`src/rtl/mips_ctrl_pkg.sv`:
```
// ---------------------------------------------------------------------------
// mips_ctrl_pkg
// Shared definitions for the Lab3 multicycle MIPS controller:
//   - opcode / funct encodings of the supported instructions
//   - ALU operation encoding driven on alu_op
//   - controller state enum and instruction dispatch classes
//   - datapath mux-select encodings (pc_src, alu_src_a/b, reg_dst, mem_to_reg)
// ---------------------------------------------------------------------------
package mips_ctrl_pkg;

  // Primary opcodes (IR[31:26])
  localparam logic [5:0] OP_RTYPE = 6'h00;
  localparam logic [5:0] OP_J     = 6'h02;
  localparam logic [5:0] OP_JAL   = 6'h03;
  localparam logic [5:0] OP_BNE   = 6'h05;
  localparam logic [5:0] OP_ADDI  = 6'h08;
  localparam logic [5:0] OP_XORI  = 6'h0E;
  localparam logic [5:0] OP_LW    = 6'h23;
  localparam logic [5:0] OP_SW    = 6'h2B;

  // R-type function codes (IR[5:0])
  localparam logic [5:0] FN_JR  = 6'h08;
  localparam logic [5:0] FN_ADD = 6'h20;
  localparam logic [5:0] FN_SUB = 6'h22;
  localparam logic [5:0] FN_SLT = 6'h2A;

  // ALU operation encoding seen by the datapath ALU
  typedef enum logic [2:0] {
    ALU_ADD = 3'd0,
    ALU_SUB = 3'd1,
    ALU_XOR = 3'd2,
    ALU_SLT = 3'd3
  } alu_op_t;

  // Controller states
  typedef enum logic [3:0] {
    S_FETCH     = 4'd0,
    S_DECODE    = 4'd1,
    S_MEM_ADDR  = 4'd2,
    S_MEM_READ  = 4'd3,
    S_MEM_WB    = 4'd4,
    S_MEM_WRITE = 4'd5,
    S_EXEC_R    = 4'd6,
    S_R_WB      = 4'd7,
    S_EXEC_I    = 4'd8,
    S_I_WB      = 4'd9,
    S_BRANCH    = 4'd10,
    S_JUMP      = 4'd11,
    S_JAL       = 4'd12,
    S_JR        = 4'd13,
    S_ILLEGAL   = 4'd14
  } state_t;

  // Where DECODE sends each instruction
  typedef enum logic [2:0] {
    CLS_MEM     = 3'd0,
    CLS_R       = 3'd1,
    CLS_JR      = 3'd2,
    CLS_I       = 3'd3,
    CLS_BRANCH  = 3'd4,
    CLS_JUMP    = 3'd5,
    CLS_JAL     = 3'd6,
    CLS_ILLEGAL = 3'd7
  } instr_class_t;

  // pc_src: source of the next PC value
  localparam logic [1:0] PC_SRC_ALU    = 2'd0;
  localparam logic [1:0] PC_SRC_ALUOUT = 2'd1;
  localparam logic [1:0] PC_SRC_JUMP   = 2'd2;
  localparam logic [1:0] PC_SRC_RS     = 2'd3;

  // alu_src_a
  localparam logic ALU_A_PC = 1'b0;
  localparam logic ALU_A_RS = 1'b1;

  // alu_src_b
  localparam logic [1:0] ALU_B_RT      = 2'd0;
  localparam logic [1:0] ALU_B_FOUR    = 2'd1;
  localparam logic [1:0] ALU_B_IMM     = 2'd2;
  localparam logic [1:0] ALU_B_IMM_SH2 = 2'd3;

  // reg_dst
  localparam logic [1:0] REG_DST_RT = 2'd0;
  localparam logic [1:0] REG_DST_RD = 2'd1;
  localparam logic [1:0] REG_DST_RA = 2'd2;

  // mem_to_reg (register file write-data source)
  localparam logic [1:0] WB_ALUOUT = 2'd0;
  localparam logic [1:0] WB_MDR    = 2'd1;
  localparam logic [1:0] WB_PC     = 2'd2;

  function automatic logic is_store_op(input logic [5:0] op);
    return op == OP_SW;
  endfunction

endpackage

```
`src/rtl/mips_ctrl_decode.sv`:
```
// ---------------------------------------------------------------------------
// mips_ctrl_decode
// Purely combinational instruction decode for the multicycle controller.
// Classifies opcode/funct into the dispatch class used by the DECODE state
// and selects the ALU operation used in the execute states.
// Ports:
//   opcode      in  6  IR[31:26]
//   funct       in  6  IR[5:0]
//   instr_class out 3  instr_class_t dispatch class
//   is_store    out 1  memory class is SW (otherwise LW)
//   exec_alu_op out 3  ALU op for EXEC_R / EXEC_I
//   imm_zext    out 1  immediate is zero-extended (XORI)
// ---------------------------------------------------------------------------
module mips_ctrl_decode
  import mips_ctrl_pkg::*;
(
  input  logic [5:0] opcode,
  input  logic [5:0] funct,
  output logic [2:0] instr_class,
  output logic       is_store,
  output logic [2:0] exec_alu_op,
  output logic       imm_zext
);

  instr_class_t cls;
  alu_op_t      op_sel;

  always_comb begin
    cls = CLS_ILLEGAL;
    case (opcode)
      OP_LW, OP_SW:    cls = CLS_MEM;
      OP_ADDI, OP_XORI: cls = CLS_I;
      OP_BNE:          cls = CLS_BRANCH;
      OP_J:            cls = CLS_JUMP;
      OP_JAL:          cls = CLS_JAL;
      OP_RTYPE: begin
        case (funct)
          FN_ADD, FN_SUB, FN_SLT: cls = CLS_R;
          FN_JR:                  cls = CLS_JR;
          default:                cls = CLS_ILLEGAL;
        endcase
      end
      default: cls = CLS_ILLEGAL;
    endcase
  end

  // R-type picks the op from funct; I-type from the opcode. Anything else
  // defaults to ADD, which is harmless because only execute states use it.
  always_comb begin
    op_sel = ALU_ADD;
    if (opcode == OP_RTYPE) begin
      case (funct)
        FN_SUB:  op_sel = ALU_SUB;
        FN_SLT:  op_sel = ALU_SLT;
        default: op_sel = ALU_ADD;
      endcase
    end else if (opcode == OP_XORI) begin
      op_sel = ALU_XOR;
    end
  end

  assign instr_class = cls;
  assign exec_alu_op = op_sel;
  assign is_store    = is_store_op(opcode);
  assign imm_zext    = (opcode == OP_XORI);

endmodule

```
`src/rtl/multicycle_control.sv`:
```
// ---------------------------------------------------------------------------
// multicycle_control
// Multicycle sequencer for the Lab3 MIPS datapath. Steps the shared datapath
// through fetch/decode/execute/memory/writeback one instruction at a time.
// Memory accesses use a mem_req/mem_ready handshake.
// Parameters:
//   HALT_ON_ILLEGAL  1 = park in ILLEGAL until reset, 0 = NOP and refetch
//   RA_REG           register written by JAL (driven on ra_index)
// Ports:
//   clk, reset_n                 clock, synchronous active-low reset
//   opcode, funct                IR fields
//   zero                         ALU zero flag (same cycle)
//   mem_ready                    memory access completes this cycle
//   mem_req, mem_we, iord        memory request / write / address select
//   ir_we, pc_we, pc_src         IR and PC load controls
//   alu_src_a, alu_src_b, alu_op, imm_zext   ALU controls
//   reg_we, reg_dst, mem_to_reg, ra_index    register file write controls
//   instr_done                   pulse on last cycle of each instruction
//   illegal                      sticky illegal-instruction flag
// ---------------------------------------------------------------------------
module multicycle_control
  import mips_ctrl_pkg::*;
#(
  parameter bit          HALT_ON_ILLEGAL = 1'b1,
  parameter int unsigned RA_REG          = 31
) (
  input  logic       clk,
  input  logic       reset_n,
  input  logic [5:0] opcode,
  input  logic [5:0] funct,
  input  logic       zero,
  input  logic       mem_ready,
  output logic       mem_req,
  output logic       mem_we,
  output logic       iord,
  output logic       ir_we,
  output logic       pc_we,
  output logic [1:0] pc_src,
  output logic       alu_src_a,
  output logic [1:0] alu_src_b,
  output logic [2:0] alu_op,
  output logic       imm_zext,
  output logic       reg_we,
  output logic [1:0] reg_dst,
  output logic [1:0] mem_to_reg,
  output logic [4:0] ra_index,
  output logic       instr_done,
  output logic       illegal
);

  state_t     state, next_state;
  logic [2:0] instr_class;
  logic       is_store;
  logic [2:0] exec_alu_op;
  logic       dec_imm_zext;
  logic       illegal_q;

  mips_ctrl_decode u_decode (
    .opcode      (opcode),
    .funct       (funct),
    .instr_class (instr_class),
    .is_store    (is_store),
    .exec_alu_op (exec_alu_op),
    .imm_zext    (dec_imm_zext)
  );

  assign ra_index = 5'(RA_REG);
  assign illegal  = illegal_q;

  // State register and sticky illegal flag
  always_ff @(posedge clk) begin
    if (!reset_n) begin
      state     <= S_FETCH;
      illegal_q <= 1'b0;
    end else begin
      state <= next_state;
      if (state == S_ILLEGAL) begin
        illegal_q <= 1'b1;
      end
    end
  end

  // Next-state logic
  always_comb begin
    next_state = state;
    case (state)
      S_FETCH:    if (mem_ready) next_state = S_DECODE;
      S_DECODE: begin
        case (instr_class)
          CLS_MEM:    next_state = S_MEM_ADDR;
          CLS_R:      next_state = S_EXEC_R;
          CLS_JR:     next_state = S_JR;
          CLS_I:      next_state = S_EXEC_I;
          CLS_BRANCH: next_state = S_BRANCH;
          CLS_JUMP:   next_state = S_JUMP;
          CLS_JAL:    next_state = S_JAL;
          default:    next_state = S_ILLEGAL;
        endcase
      end
      S_MEM_ADDR:  next_state = is_store ? S_MEM_WRITE : S_MEM_READ;
      S_MEM_READ:  if (mem_ready) next_state = S_MEM_WB;
      S_MEM_WRITE: if (mem_ready) next_state = S_FETCH;
      S_EXEC_R:    next_state = S_R_WB;
      S_EXEC_I:    next_state = S_I_WB;
      S_MEM_WB, S_R_WB, S_I_WB, S_BRANCH, S_JUMP, S_JAL, S_JR:
                   next_state = S_FETCH;
      S_ILLEGAL:   next_state = HALT_ON_ILLEGAL ? S_ILLEGAL : S_FETCH;
      default:     next_state = S_FETCH;
    endcase
  end

  // Output decode. Moore per state, with the mem_ready / zero qualifiers
  // applied where the handshake or branch outcome is needed. Everything is
  // forced to zero while reset_n is low so a reset abandons any access.
  always_comb begin
    mem_req    = 1'b0;
    mem_we     = 1'b0;
    iord       = 1'b0;
    ir_we      = 1'b0;
    pc_we      = 1'b0;
    pc_src     = PC_SRC_ALU;
    alu_src_a  = ALU_A_PC;
    alu_src_b  = ALU_B_RT;
    alu_op     = ALU_ADD;
    imm_zext   = 1'b0;
    reg_we     = 1'b0;
    reg_dst    = REG_DST_RT;
    mem_to_reg = WB_ALUOUT;
    instr_done = 1'b0;
    case (state)
      S_FETCH: begin
        mem_req   = 1'b1;
        alu_src_b = ALU_B_FOUR;
        ir_we     = mem_ready;
        pc_we     = mem_ready;
      end
      S_DECODE: begin
        alu_src_b = ALU_B_IMM_SH2;
      end
      S_MEM_ADDR: begin
        alu_src_a = ALU_A_RS;
        alu_src_b = ALU_B_IMM;
      end
      S_MEM_READ: begin
        mem_req = 1'b1;
        iord    = 1'b1;
      end
      S_MEM_WB: begin
        reg_we     = 1'b1;
        reg_dst    = REG_DST_RT;
        mem_to_reg = WB_MDR;
        instr_done = 1'b1;
      end
      S_MEM_WRITE: begin
        mem_req    = 1'b1;
        mem_we     = 1'b1;
        iord       = 1'b1;
        instr_done = mem_ready;
      end
      S_EXEC_R: begin
        alu_src_a = ALU_A_RS;
        alu_src_b = ALU_B_RT;
        alu_op    = exec_alu_op;
      end
      S_R_WB: begin
        reg_we     = 1'b1;
        reg_dst    = REG_DST_RD;
        instr_done = 1'b1;
      end
      S_EXEC_I: begin
        alu_src_a = ALU_A_RS;
        alu_src_b = ALU_B_IMM;
        alu_op    = exec_alu_op;
        imm_zext  = dec_imm_zext;
      end
      S_I_WB: begin
        reg_we     = 1'b1;
        reg_dst    = REG_DST_RT;
        instr_done = 1'b1;
      end
      S_BRANCH: begin
        // BNE: the ALU compares rs and rt; branch only when they differ
        alu_src_a  = ALU_A_RS;
        alu_src_b  = ALU_B_RT;
        alu_op     = ALU_SUB;
        pc_src     = PC_SRC_ALUOUT;
        pc_we      = ~zero;
        instr_done = 1'b1;
      end
      S_JUMP: begin
        pc_src     = PC_SRC_JUMP;
        pc_we      = 1'b1;
        instr_done = 1'b1;
      end
      S_JAL: begin
        // PC already holds PC+4 from fetch, so it is the link value
        pc_src     = PC_SRC_JUMP;
        pc_we      = 1'b1;
        reg_we     = 1'b1;
        reg_dst    = REG_DST_RA;
        mem_to_reg = WB_PC;
        instr_done = 1'b1;
      end
      S_JR: begin
        pc_src     = PC_SRC_RS;
        pc_we      = 1'b1;
        instr_done = 1'b1;
      end
      S_ILLEGAL: begin
        instr_done = !HALT_ON_ILLEGAL;
      end
      default: begin
      end
    endcase
    if (!reset_n) begin
      mem_req    = 1'b0;
      mem_we     = 1'b0;
      iord       = 1'b0;
      ir_we      = 1'b0;
      pc_we      = 1'b0;
      pc_src     = PC_SRC_ALU;
      alu_src_a  = ALU_A_PC;
      alu_src_b  = ALU_B_RT;
      alu_op     = ALU_ADD;
      imm_zext   = 1'b0;
      reg_we     = 1'b0;
      reg_dst    = REG_DST_RT;
      mem_to_reg = WB_ALUOUT;
      instr_done = 1'b0;
    end
  end

endmodule

```
`config.mk`:
```
export PLATFORM = sky130hd
export DESIGN_NAME = multicycle_control
export DESIGN_NICKNAME = d
export VERILOG_FILES = /design/src/rtl/mips_ctrl_pkg.sv /design/src/rtl/mips_ctrl_decode.sv /design/src/rtl/multicycle_control.sv
export SDC_FILE = /design/constraint.sdc
export NUM_CORES = 1
export LEC_CHECK = 0
export CORE_MARGIN = 4
export CORE_UTILIZATION = 46
export DETAILED_ROUTE_END_ITERATION = 10
export DONT_BUFFER_PORTS = 1
export HOLD_SLACK_MARGIN = 0.06
export PLACE_DENSITY = 0.57
export SLEW_MARGIN = 0
export SYNTH_ARGS = -nofsm -noshare
export SYNTH_HDL_FRONTEND = slang
export SYNTH_SLANG_ARGS = --single-unit
export TNS_END_PERCENT = 20
```
`constraint.sdc`:
```
create_clock -name clk -period 5.4 [get_ports clk]
set_input_delay 1.62 -clock clk [delete_from_list [all_inputs] [get_ports clk]]
set_output_delay 1.62 -clock clk [all_outputs]
set_load 0.02 [all_outputs]
```
==> metrics.txt, run 1 <==
# TYPE chip_impl_metric gauge
chip_impl_metric{name="final_nets",unit=""} 164
chip_impl_metric{name="die_width",unit="microns"} 54.5
chip_impl_metric{name="static-leakage-power",unit="uW"} 0.000352
chip_impl_metric{name="grt_pass1_wl",unit="microns"} 4120
chip_impl_metric{name="dieArea",unit="sq um"} 2970
chip_impl_info{name="tritoncts_clock_tree",value="done"} 1
chip_impl_metric{name="die_span_in_y",unit="microns"} 54.5
chip_impl_metric{name="rrSetupSlack",unit="ps"} 3490
chip_impl_metric{name="placement_rows",unit=""} 16
chip_impl_metric{name="clk_pin_slew_worst_paths",unit="ps"} 40
chip_impl_metric{name="gr-usage-all-layers",unit="%"} 18.3
chip_impl_metric{name="post-cts-setup-buffer-count",unit=""} 0
chip_impl_metric{name="syn-cell-area",unit="sq um"} 993
chip_impl_metric{name="antenna_cells",unit=""} 0
chip_impl_metric{name="path_max_fanout",unit=""} 10
chip_impl_metric{name="slew-limit-headroom",unit="%"} 45.6
chip_impl_metric{name="pin_count",unit=""} 42
chip_impl_metric{name="place_congestion",unit=""} 0.758
chip_impl_info{name="hold_path.class",value="register to register"} 1
chip_impl_metric{name="worst_ep_required_time",unit="ps"} 3780
chip_impl_metric{name="ys_async_sr_fraction",unit="%"} 0
chip_impl_metric{name="post_placement_setup_slack",unit="ps"} 715
chip_impl_metric{name="iter_0_drt_violations",unit=""} 18
chip_impl_metric{name="hpwl",unit="microns"} 2000
chip_impl_metric{name="grt-ovfl-total",unit=""} 0
chip_impl_info{name="dominant_synthesized_flop_cell",value="dfxtp_1"} 1
chip_impl_metric{name="layout_min_cycle_time",unit="ps"} 4700
chip_impl_metric{name="number_of_instances_in_the_synthesized_netlist",unit=""} 158
chip_impl_metric{name="htree_num_levels",unit=""} 1
chip_impl_info{name="post-synth-top-area-cell",value="dfxtp_1"} 1
chip_impl_metric{name="vias",unit=""} 1093
chip_impl_metric{name="drt_first_pass_iters",unit=""} 4
chip_impl_metric{name="ys_seq_elements",unit=""} 5
chip_impl_metric{name="clock_sink_count",unit=""} 5
chip_impl_metric{name="number_of_hold_buffers_added_after_cts",unit=""} 0
chip_impl_info{name="synth.cells.most_frequent",value="nor2_1 (21), nand2_1 (16), a21oi_1 (11), o21ai_0 (10), clkbuf_1 (9)"} 1
chip_impl_info{name="hold-path-endpoint",value="illegal$_SDFFE_PN0N_"} 1
chip_impl_metric{name="fin_setup_tns",unit="ps"} 0
chip_impl_metric{name="yosysWarnings",unit=""} 0
chip_impl_info{name="run_status",value="finished, final reports clean"} 1
chip_impl_metric{name="setup_viol",unit=""} 0
chip_impl_metric{name="core_util_final",unit="%"} 48.3
chip_impl_metric{name="ir_worst_vdd",unit="mV"} 0.239
chip_impl_info{name="start_kind",value="input port"} 1
chip_impl_info{name="r2r-end",value="state[0]$_SDFFE_PN0P_"} 1
chip_impl_metric{name="synth_cell_type_count",unit=""} 49
chip_impl_metric{name="number_of_synthesized_flops_with_an_enable_pin",unit=""} 0
chip_impl_metric{name="core_area",unit="sq um"} 2000
chip_impl_metric{name="max_clock_freq",unit="MHz"} 213
chip_impl_metric{name="hold_violations",unit=""} 0
chip_impl_metric{name="worst_clock_skew",unit="ps"} 2.02
chip_impl_metric{name="timing.final.max_slew_violations",unit=""} 0
chip_impl_metric{name="syn_to_final_growth",unit="%"} -2.77
chip_impl_metric{name="drt-vias-per-instance",unit=""} 6.28
chip_impl_metric{name="maximum_number_of_pins_on_one_net_before_global_route_repair",unit=""} 28
chip_impl_metric{name="ff2ff_path_depth",unit=""} 5
chip_impl_info{name="ctsRootBufferMaster",value="clkbuf_4"} 1
chip_impl_info{name="cp_capture_type",value="output pin"} 1
chip_impl_metric{name="route.detailed.wl_per_inst",unit="microns"} 15.2
chip_impl_metric{name="layout_worst_path_cycle_share",unit="%"} 87.1
chip_impl_info{name="timing.hold.worst.start",value="illegal$_SDFFE_PN0N_"} 1
chip_impl_metric{name="syn-mean-instance-area",unit="sq um"} 6.29
chip_impl_metric{name="fill_cells",unit=""} 226
chip_impl_metric{name="floorplan.initialDensity",unit="%"} 49.6
chip_impl_metric{name="min_path_cells",unit=""} 1
chip_impl_metric{name="wirelength",unit="microns"} 2640
chip_impl_info{name="grt_setup_unrepaired",value="false"} 1
chip_impl_metric{name="pwr_density_cell",unit="nW/um^2"} 403
chip_impl_metric{name="clock_path_buffers",unit=""} 2
chip_impl_metric{name="cts_made_buffers",unit=""} 3
chip_impl_info{name="post-synth-top-count-cell",value="nor2_1"} 1
chip_impl_metric{name="final_worst_slack",unit="ps"} 696
chip_impl_metric{name="detail_route.drc_violations",unit=""} 0
chip_impl_metric{name="clock_latency_of_the_later_clocked_register_in_the_worst_skew_pair",unit="ps"} 230
chip_impl_info{name="timing.setup.critical_path_class",value="input port to output pin"} 1
chip_impl_metric{name="number_of_global_route_vias_before_repair",unit=""} 912
chip_impl_metric{name="detail-route-antenna-nets",unit=""} 0
chip_impl_metric{name="post_cts_resized",unit=""} 0
chip_impl_metric{name="cp_data_arrival_time",unit="ps"} 3080
chip_impl_metric{name="yosysSeqAreaShare",unit="%"} 10.1
chip_impl_metric{name="max_cap_violations",unit=""} 0
chip_impl_metric{name="proportion_of_layout_cells_with_a_drive_suffix_above_1",unit="%"} 7.48
chip_impl_info{name="r2r_start",value="state[1]$_SDFFE_PN0P_"} 1
chip_impl_metric{name="antenna_found_initial",unit=""} 0
chip_impl_metric{name="worst_pin_slew",unit="ps"} 815
chip_impl_metric{name="placement.io_buffers",unit=""} 0
chip_impl_info{name="yosys-top-cells-area",value="dfxtp_1 (10%), nor2_1 (7.9%), nand2_1 (6.0%), a21oi_1 (5.5%), buf_4 (5.3%)"} 1
chip_impl_metric{name="netlist.area_leader.share",unit="%"} 10.1
-- kinds of logic (layout without fill, tap and decap cells) --
kind of cell           after synthesis  in the layout  synth area share (%)
flip-flops                           5              5                  10.1
AND/OR/NAND/NOR                     80             80                  43.8
AO/OA/AOI/OAI                       45             45                  30.6
other                                2              6                 0.756
XOR/XNOR                             2              2                  1.76
buffers and inverters               24              9                  13.0
-- layout by cell type, fill, tap and decap left out, drive strengths merged, types with 2 or more instances in the layout --
master,instances
nand3,2
a22oi,2
o21a,2
o22ai,4
buf,2
clkbuf,4
and3,5
inv,3
nor4,5
nand4b,2
conb,6
nand3b,2
nor3,6
nor2,21
a31oi,2
or3,2
o21ai,10
nor3b,2
a21oi,11
nor2b,3
nand2,16
dfxtp,5
nand2b,7
a211o,2
o311a,2
-- worst max path at each step --
stage	startpoint	end	slack, ps	cells past startpoint
after floorplan	opcode[2]	alu_op[1]	550	6
after global placement	opcode[0]	alu_op[0]	760	5
after detailed placement	opcode[0]	alu_op[0]	720	5
after CTS	opcode[0]	alu_op[0]	720	5
after global routing	opcode[0]	alu_op[0]	660	5
final	opcode[0]	alu_op[0]	700	5
-- area by class of cell --
class / count / area, sq um / area share, %
clock buffer: 4 / 26.3 / 2.72
tap: 27 / 33.8 / 3.50
timing repair buffer: 2 / 15.0 / 1.55
multi-input combinational: 133 / 779 / 80.7
inverter: 3 / 11.3 / 1.17
sequential: 5 / 100 / 10.4
-- through the flow --
step	hold slack [ps]	total power [uW]	instance area, sq um	std cells
2_1_floorplan	593	317	1010	162
3_3_place_gp	613	341	940	170
3_5_place_dp	625	344	940	170
4_1_cts	631	388	966	174
5_1_grt	646	428	966	174
6_report	625	389	966	174
-- layer usage --
metal	track usage [%]	up-vias	wire length [microns]
met5	0	-	0
met4	3.73	0	0
met3	2.45	0	262
met2	27.5	49	1120
met1	27.4	499	1260
li1	-	545	-
-- worst max-delay path: stages --
cell and delay, ps:
or4_4 540, nor3_4 230, and3_2 240, a22oi_1 100
nor2_1 360
-- power breakdown --
| part | leakage (uW) | internal, uW | total [uW] | switching, uW |
|---|---|---|---|---|
| Sequential | 0.0000409 | 49.4 | 111 | 61.5 |
| Clock | 0.0000150 | 27.8 | 40.3 | 12.6 |
| Combinational | 0.000296 | 90.5 | 238 | 148 |
-- registers in the layout, summed over array words and instances (netlist names) --
signal / cells
illegal: 1
state: 4
No activity file was read; power rests on OpenSTA's default activity.
==> run 2: changes to the inputs <==
--- a/config.mk
+++ b/config.mk
@@ -10,9 +10,11 @@
 export DETAILED_ROUTE_END_ITERATION = 10
 export DONT_BUFFER_PORTS = 1
 export HOLD_SLACK_MARGIN = 0.06
+export MAX_ROUTING_LAYER = met4
 export PLACE_DENSITY = 0.57
 export SLEW_MARGIN = 0
 export SYNTH_ARGS = -nofsm -noshare
 export SYNTH_HDL_FRONTEND = slang
+export SYNTH_HIERARCHICAL = 1
 export SYNTH_SLANG_ARGS = --single-unit
 export TNS_END_PERCENT = 20
==> metrics.txt, run 2 <==
# TYPE chip_impl_metric gauge
chip_impl_info{name="run_status",value="finished, final reports clean"} 1
chip_impl_metric{name="antenna_cells",unit=""} 0
chip_impl_metric{name="switchingPower",unit="uW"} 177
chip_impl_info{name="timing.critical_path.to",value="alu_op[0]"} 1
chip_impl_info{name="timing.critical_path.slowest_stage_cell",value="a21oi_1"} 1
chip_impl_metric{name="power_frac_seq",unit="%"} 27.3
chip_impl_info{name="synth.cells.most_frequent",value="nand2_1 (17), nor2_1 (16), a21oi_1 (9), buf_4 (9), o21ai_0 (9)"} 1
chip_impl_info{name="mostFrequentLayoutCell",value="nand2_1"} 1
chip_impl_metric{name="floorplan.initialDensity",unit="%"} 48.1
chip_impl_info{name="start_kind",value="input port"} 1
chip_impl_metric{name="synth-compound-area-share",unit="%"} 28.8
chip_impl_metric{name="grt_pass1_wl",unit="microns"} 4350
chip_impl_metric{name="grt-ovfl-total",unit=""} 0
chip_impl_metric{name="yosys.area_share.simple",unit="%"} 44.9
chip_impl_metric{name="ir_worst_vdd",unit="mV"} 0.185
chip_impl_metric{name="detail_route.drc_violations",unit=""} 0
chip_impl_metric{name="largest_register_ffs",unit=""} 4
chip_impl_metric{name="yosysWarnings",unit=""} 6
chip_impl_metric{name="wirelength",unit="microns"} 2640
chip_impl_metric{name="layout_min_cycle_time",unit="ps"} 4660
chip_impl_info{name="largest-register",value="state"} 1
chip_impl_metric{name="syn_to_final_growth",unit="%"} -4.23
chip_impl_info{name="cpLargestDelayFamily",value="simple AND/OR/NAND/NOR gates"} 1
chip_impl_info{name="cp_capture_type",value="output pin"} 1
chip_impl_metric{name="timing.final.max_slew_violations",unit=""} 0
chip_impl_metric{name="clock_sink_count",unit=""} 5
chip_impl_metric{name="cp_num_buf_inv",unit=""} 0
chip_impl_info{name="post-synth-top-count-cell",value="nand2_1"} 1
chip_impl_info{name="ctsRootBufferMaster",value="clkbuf_4"} 1
chip_impl_info{name="synth_top_family_by_area",value="simple AND/OR/NAND/NOR gates"} 1
chip_impl_metric{name="drt_first_pass_iters",unit=""} 4
chip_impl_metric{name="fin_setup_tns",unit="ps"} 0
chip_impl_metric{name="netlist.area_leader.share",unit="%"} 9.41
chip_impl_info{name="r2r_start",value="state[1]$_SDFFE_PN0P_"} 1
chip_impl_metric{name="maximum_number_of_pins_on_one_net_before_global_route_repair",unit=""} 21
chip_impl_metric{name="place_congestion",unit=""} 0.847
chip_impl_metric{name="syn-cell-area",unit="sq um"} 1060
chip_impl_metric{name="die_span_in_y",unit="microns"} 56.1
chip_impl_metric{name="rrSetupSlack",unit="ps"} 3760
chip_impl_metric{name="worst_clock_skew",unit="ps"} 5.89
chip_impl_metric{name="layout_worst_path_cycle_share",unit="%"} 86.2
chip_impl_info{name="layout.cells.most_common_list",value="nand2_1 (17), nor2_1 (16), a21oi_1 (9), o21ai_0 (9), o21ai_1 (7)"} 1
chip_impl_info{name="post-synth-top-area-cell",value="dfxtp_1"} 1
chip_impl_info{name="timing.setup.critical_path_class",value="input port to output pin"} 1
chip_impl_info{name="tritoncts_clock_tree",value="done"} 1
chip_impl_metric{name="combinationalPowerShare",unit="%"} 59.9
chip_impl_info{name="crit_chain",value="or3_4, nor4_4, and4_1, nand3_1, a21oi_1"} 1
chip_impl_metric{name="antenna_found_initial",unit=""} 0
chip_impl_metric{name="clock_latency_of_the_later_clocked_register_in_the_worst_skew_pair",unit="ps"} 240
chip_impl_metric{name="hold_violations",unit=""} 0
chip_impl_metric{name="report.power.total",unit="uW"} 331
chip_impl_metric{name="cp_data_arrival_time",unit="ps"} 3040
chip_impl_metric{name="detail-route-antenna-nets",unit=""} 0
chip_impl_metric{name="clk_pin_slew_worst_paths",unit="ps"} 50
chip_impl_metric{name="setup_viol",unit=""} 0
chip_impl_metric{name="number_of_synthesized_flops_with_an_enable_pin",unit=""} 0
chip_impl_metric{name="yosys.area_share.xor_xnor",unit="%"} 3.29
chip_impl_metric{name="pwr_density_cell",unit="nW/um^2"} 325
chip_impl_metric{name="fill_cells",unit=""} 250
chip_impl_metric{name="number_of_instances_in_the_synthesized_netlist",unit=""} 162
chip_impl_info{name="setup.worst_path.start",value="opcode[0]"} 1
chip_impl_metric{name="die_width",unit="microns"} 56.1
chip_impl_info{name="grt_setup_unrepaired",value="false"} 1
chip_impl_metric{name="hpwl",unit="microns"} 1990
chip_impl_metric{name="clock_path_buffers",unit=""} 2
chip_impl_info{name="yosys-top-cells-area",value="dfxtp_1 (9.4%), buf_4 (6.4%), nand2_1 (6.0%), nor2_1 (5.6%), a21oi_1 (4.2%)"} 1
chip_impl_metric{name="route.detailed.wl_per_inst",unit="microns"} 14.7
chip_impl_metric{name="ys_async_sr_fraction",unit="%"} 0
chip_impl_metric{name="drt-vias-per-instance",unit=""} 6.12
chip_impl_metric{name="path_max_fanout",unit=""} 10
chip_impl_metric{name="proportion_of_layout_cells_with_a_drive_suffix_above_1",unit="%"} 6.62
chip_impl_metric{name="worst_ep_required_time",unit="ps"} 3780
chip_impl_metric{name="post-cts-setup-buffer-count",unit=""} 0
chip_impl_metric{name="slew-limit-headroom",unit="%"} 35.5
chip_impl_metric{name="final.hold.worst_slack",unit="ps"} 631
chip_impl_metric{name="multiplexer_fraction_of_the_synthesized_cell_area",unit="%"} 0
chip_impl_metric{name="htree_num_levels",unit=""} 1
chip_impl_metric{name="core_area",unit="sq um"} 2210
chip_impl_info{name="r2r-end",value="state[2]$_SDFFE_PN0P_"} 1
chip_impl_metric{name="ff2ff_path_depth",unit=""} 4
chip_impl_metric{name="vias",unit=""} 1096
chip_impl_metric{name="yosysSeqAreaShare",unit="%"} 9.41
chip_impl_metric{name="synth_cell_type_count",unit=""} 48
chip_impl_metric{name="number_of_global_route_vias_before_repair",unit=""} 1054
chip_impl_metric{name="p_int",unit="uW"} 154
chip_impl_metric{name="worst_pin_slew",unit="ps"} 954
chip_impl_metric{name="final_nets",unit=""} 168
chip_impl_metric{name="iter_0_drt_violations",unit=""} 42
chip_impl_metric{name="yosys.area_share.adder",unit="%"} 0
chip_impl_metric{name="placement_rows",unit=""} 17
chip_impl_metric{name="static-leakage-power",unit="uW"} 0.000395
chip_impl_metric{name="final_worst_slack",unit="ps"} 744
chip_impl_metric{name="cts_made_buffers",unit=""} 3
chip_impl_metric{name="critPathMaxStageDelay",unit="ps"} 410
chip_impl_metric{name="dieArea",unit="sq um"} 3150
chip_impl_metric{name="switching_share",unit="%"} 53.6
chip_impl_metric{name="cp.depth",unit=""} 5
chip_impl_metric{name="syn-mean-instance-area",unit="sq um"} 6.56
chip_impl_metric{name="post_placement_setup_slack",unit="ps"} 750
chip_impl_metric{name="pin_count",unit=""} 42
chip_impl_metric{name="placement.io_buffers",unit=""} 0
chip_impl_metric{name="number_of_hold_buffers_added_after_cts",unit=""} 0
chip_impl_metric{name="max_cap_violations",unit=""} 0
chip_impl_metric{name="max_clock_freq",unit="MHz"} 215
chip_impl_metric{name="ys_seq_elements",unit=""} 5
chip_impl_info{name="dominant_synthesized_flop_cell",value="dfxtp_1"} 1
chip_impl_metric{name="post_cts_resized",unit=""} 0
chip_impl_metric{name="gr-usage-all-layers",unit="%"} 16.5
chip_impl_info{name="hold_path.class",value="register to register"} 1
chip_impl_metric{name="pwr-share-clk",unit="%"} 12.8
-- run 2: cell types whose count changed after synthesis, moves of 3 or more --
cell,delta
and3b_1,+3
o21ai_1,+7
nor2_1,-5
xnor2_1,+3
buf_2,+4
clkbuf_1,-7
o22ai_1,-4
and2_1,+5
nor4_1,-5
-- run 2: per-stage QoR --
step / util (%) / cell area, sq um / instances
after global routing: 46.0 / 1020 / 179
after detailed placement: 44.9 / 992 / 175
final: 46.0 / 1020 / 179
after floorplan: - / 1080 / 166
after global placement: 44.9 / 992 / 175
after CTS: 46.0 / 1020 / 179
-- run 2: kinds of logic after synthesis --
family | Yosys count
AND/OR/NAND/NOR | 81
XOR/XNOR | 4
AO/OA/AOI/OAI | 47
buffers and inverters | 23
flip-flops | 5
other | 2
-- run 2: cell type report --
cell class                 instances  area [sq um]  area share [%]
clock buffer                       4          26.3            2.58
inverter                           4          15.0            1.47
multi-input combinational        138           842            82.7
sequential                         5           100            9.83
tap                               28          35.0            3.44
-- run 2: power by group through the flow --
stage / combinational [uW] / clock, uW / sequential [uW]
5_1_grt: 222 / 47.0 / 95.7
6_report: 198 / 42.5 / 90.3
4_1_cts: 199 / 43.3 / 89.4
2_1_floorplan: 221 / 0 / 53.8
3_5_place_dp: 198 / 0 / 90.5
3_3_place_gp: 198 / 0 / 89.7
-- run 2: metal layers --
metal  up-vias  GRT usage (%)  wire length (microns)
li1        545              -                      -
met1       500           18.1                   1120
met2        47           27.7                   1230
met3         4           4.87                    257
met4         0           6.44                     32
met5         -              -                      0
-- run 2: worst min-delay path by stage --
stage	from	endpoint	slack, ps	cells past startpoint
after floorplan	illegal$_SDFFE_PN0N_	illegal$_SDFFE_PN0N_	590	1
after global placement	illegal$_SDFFE_PN0N_	illegal$_SDFFE_PN0N_	620	1
after detailed placement	illegal$_SDFFE_PN0N_	illegal$_SDFFE_PN0N_	620	1
after CTS	illegal$_SDFFE_PN0N_	illegal$_SDFFE_PN0N_	630	1
after global routing	illegal$_SDFFE_PN0N_	illegal$_SDFFE_PN0N_	660	1
final	illegal$_SDFFE_PN0N_	illegal$_SDFFE_PN0N_	630	1
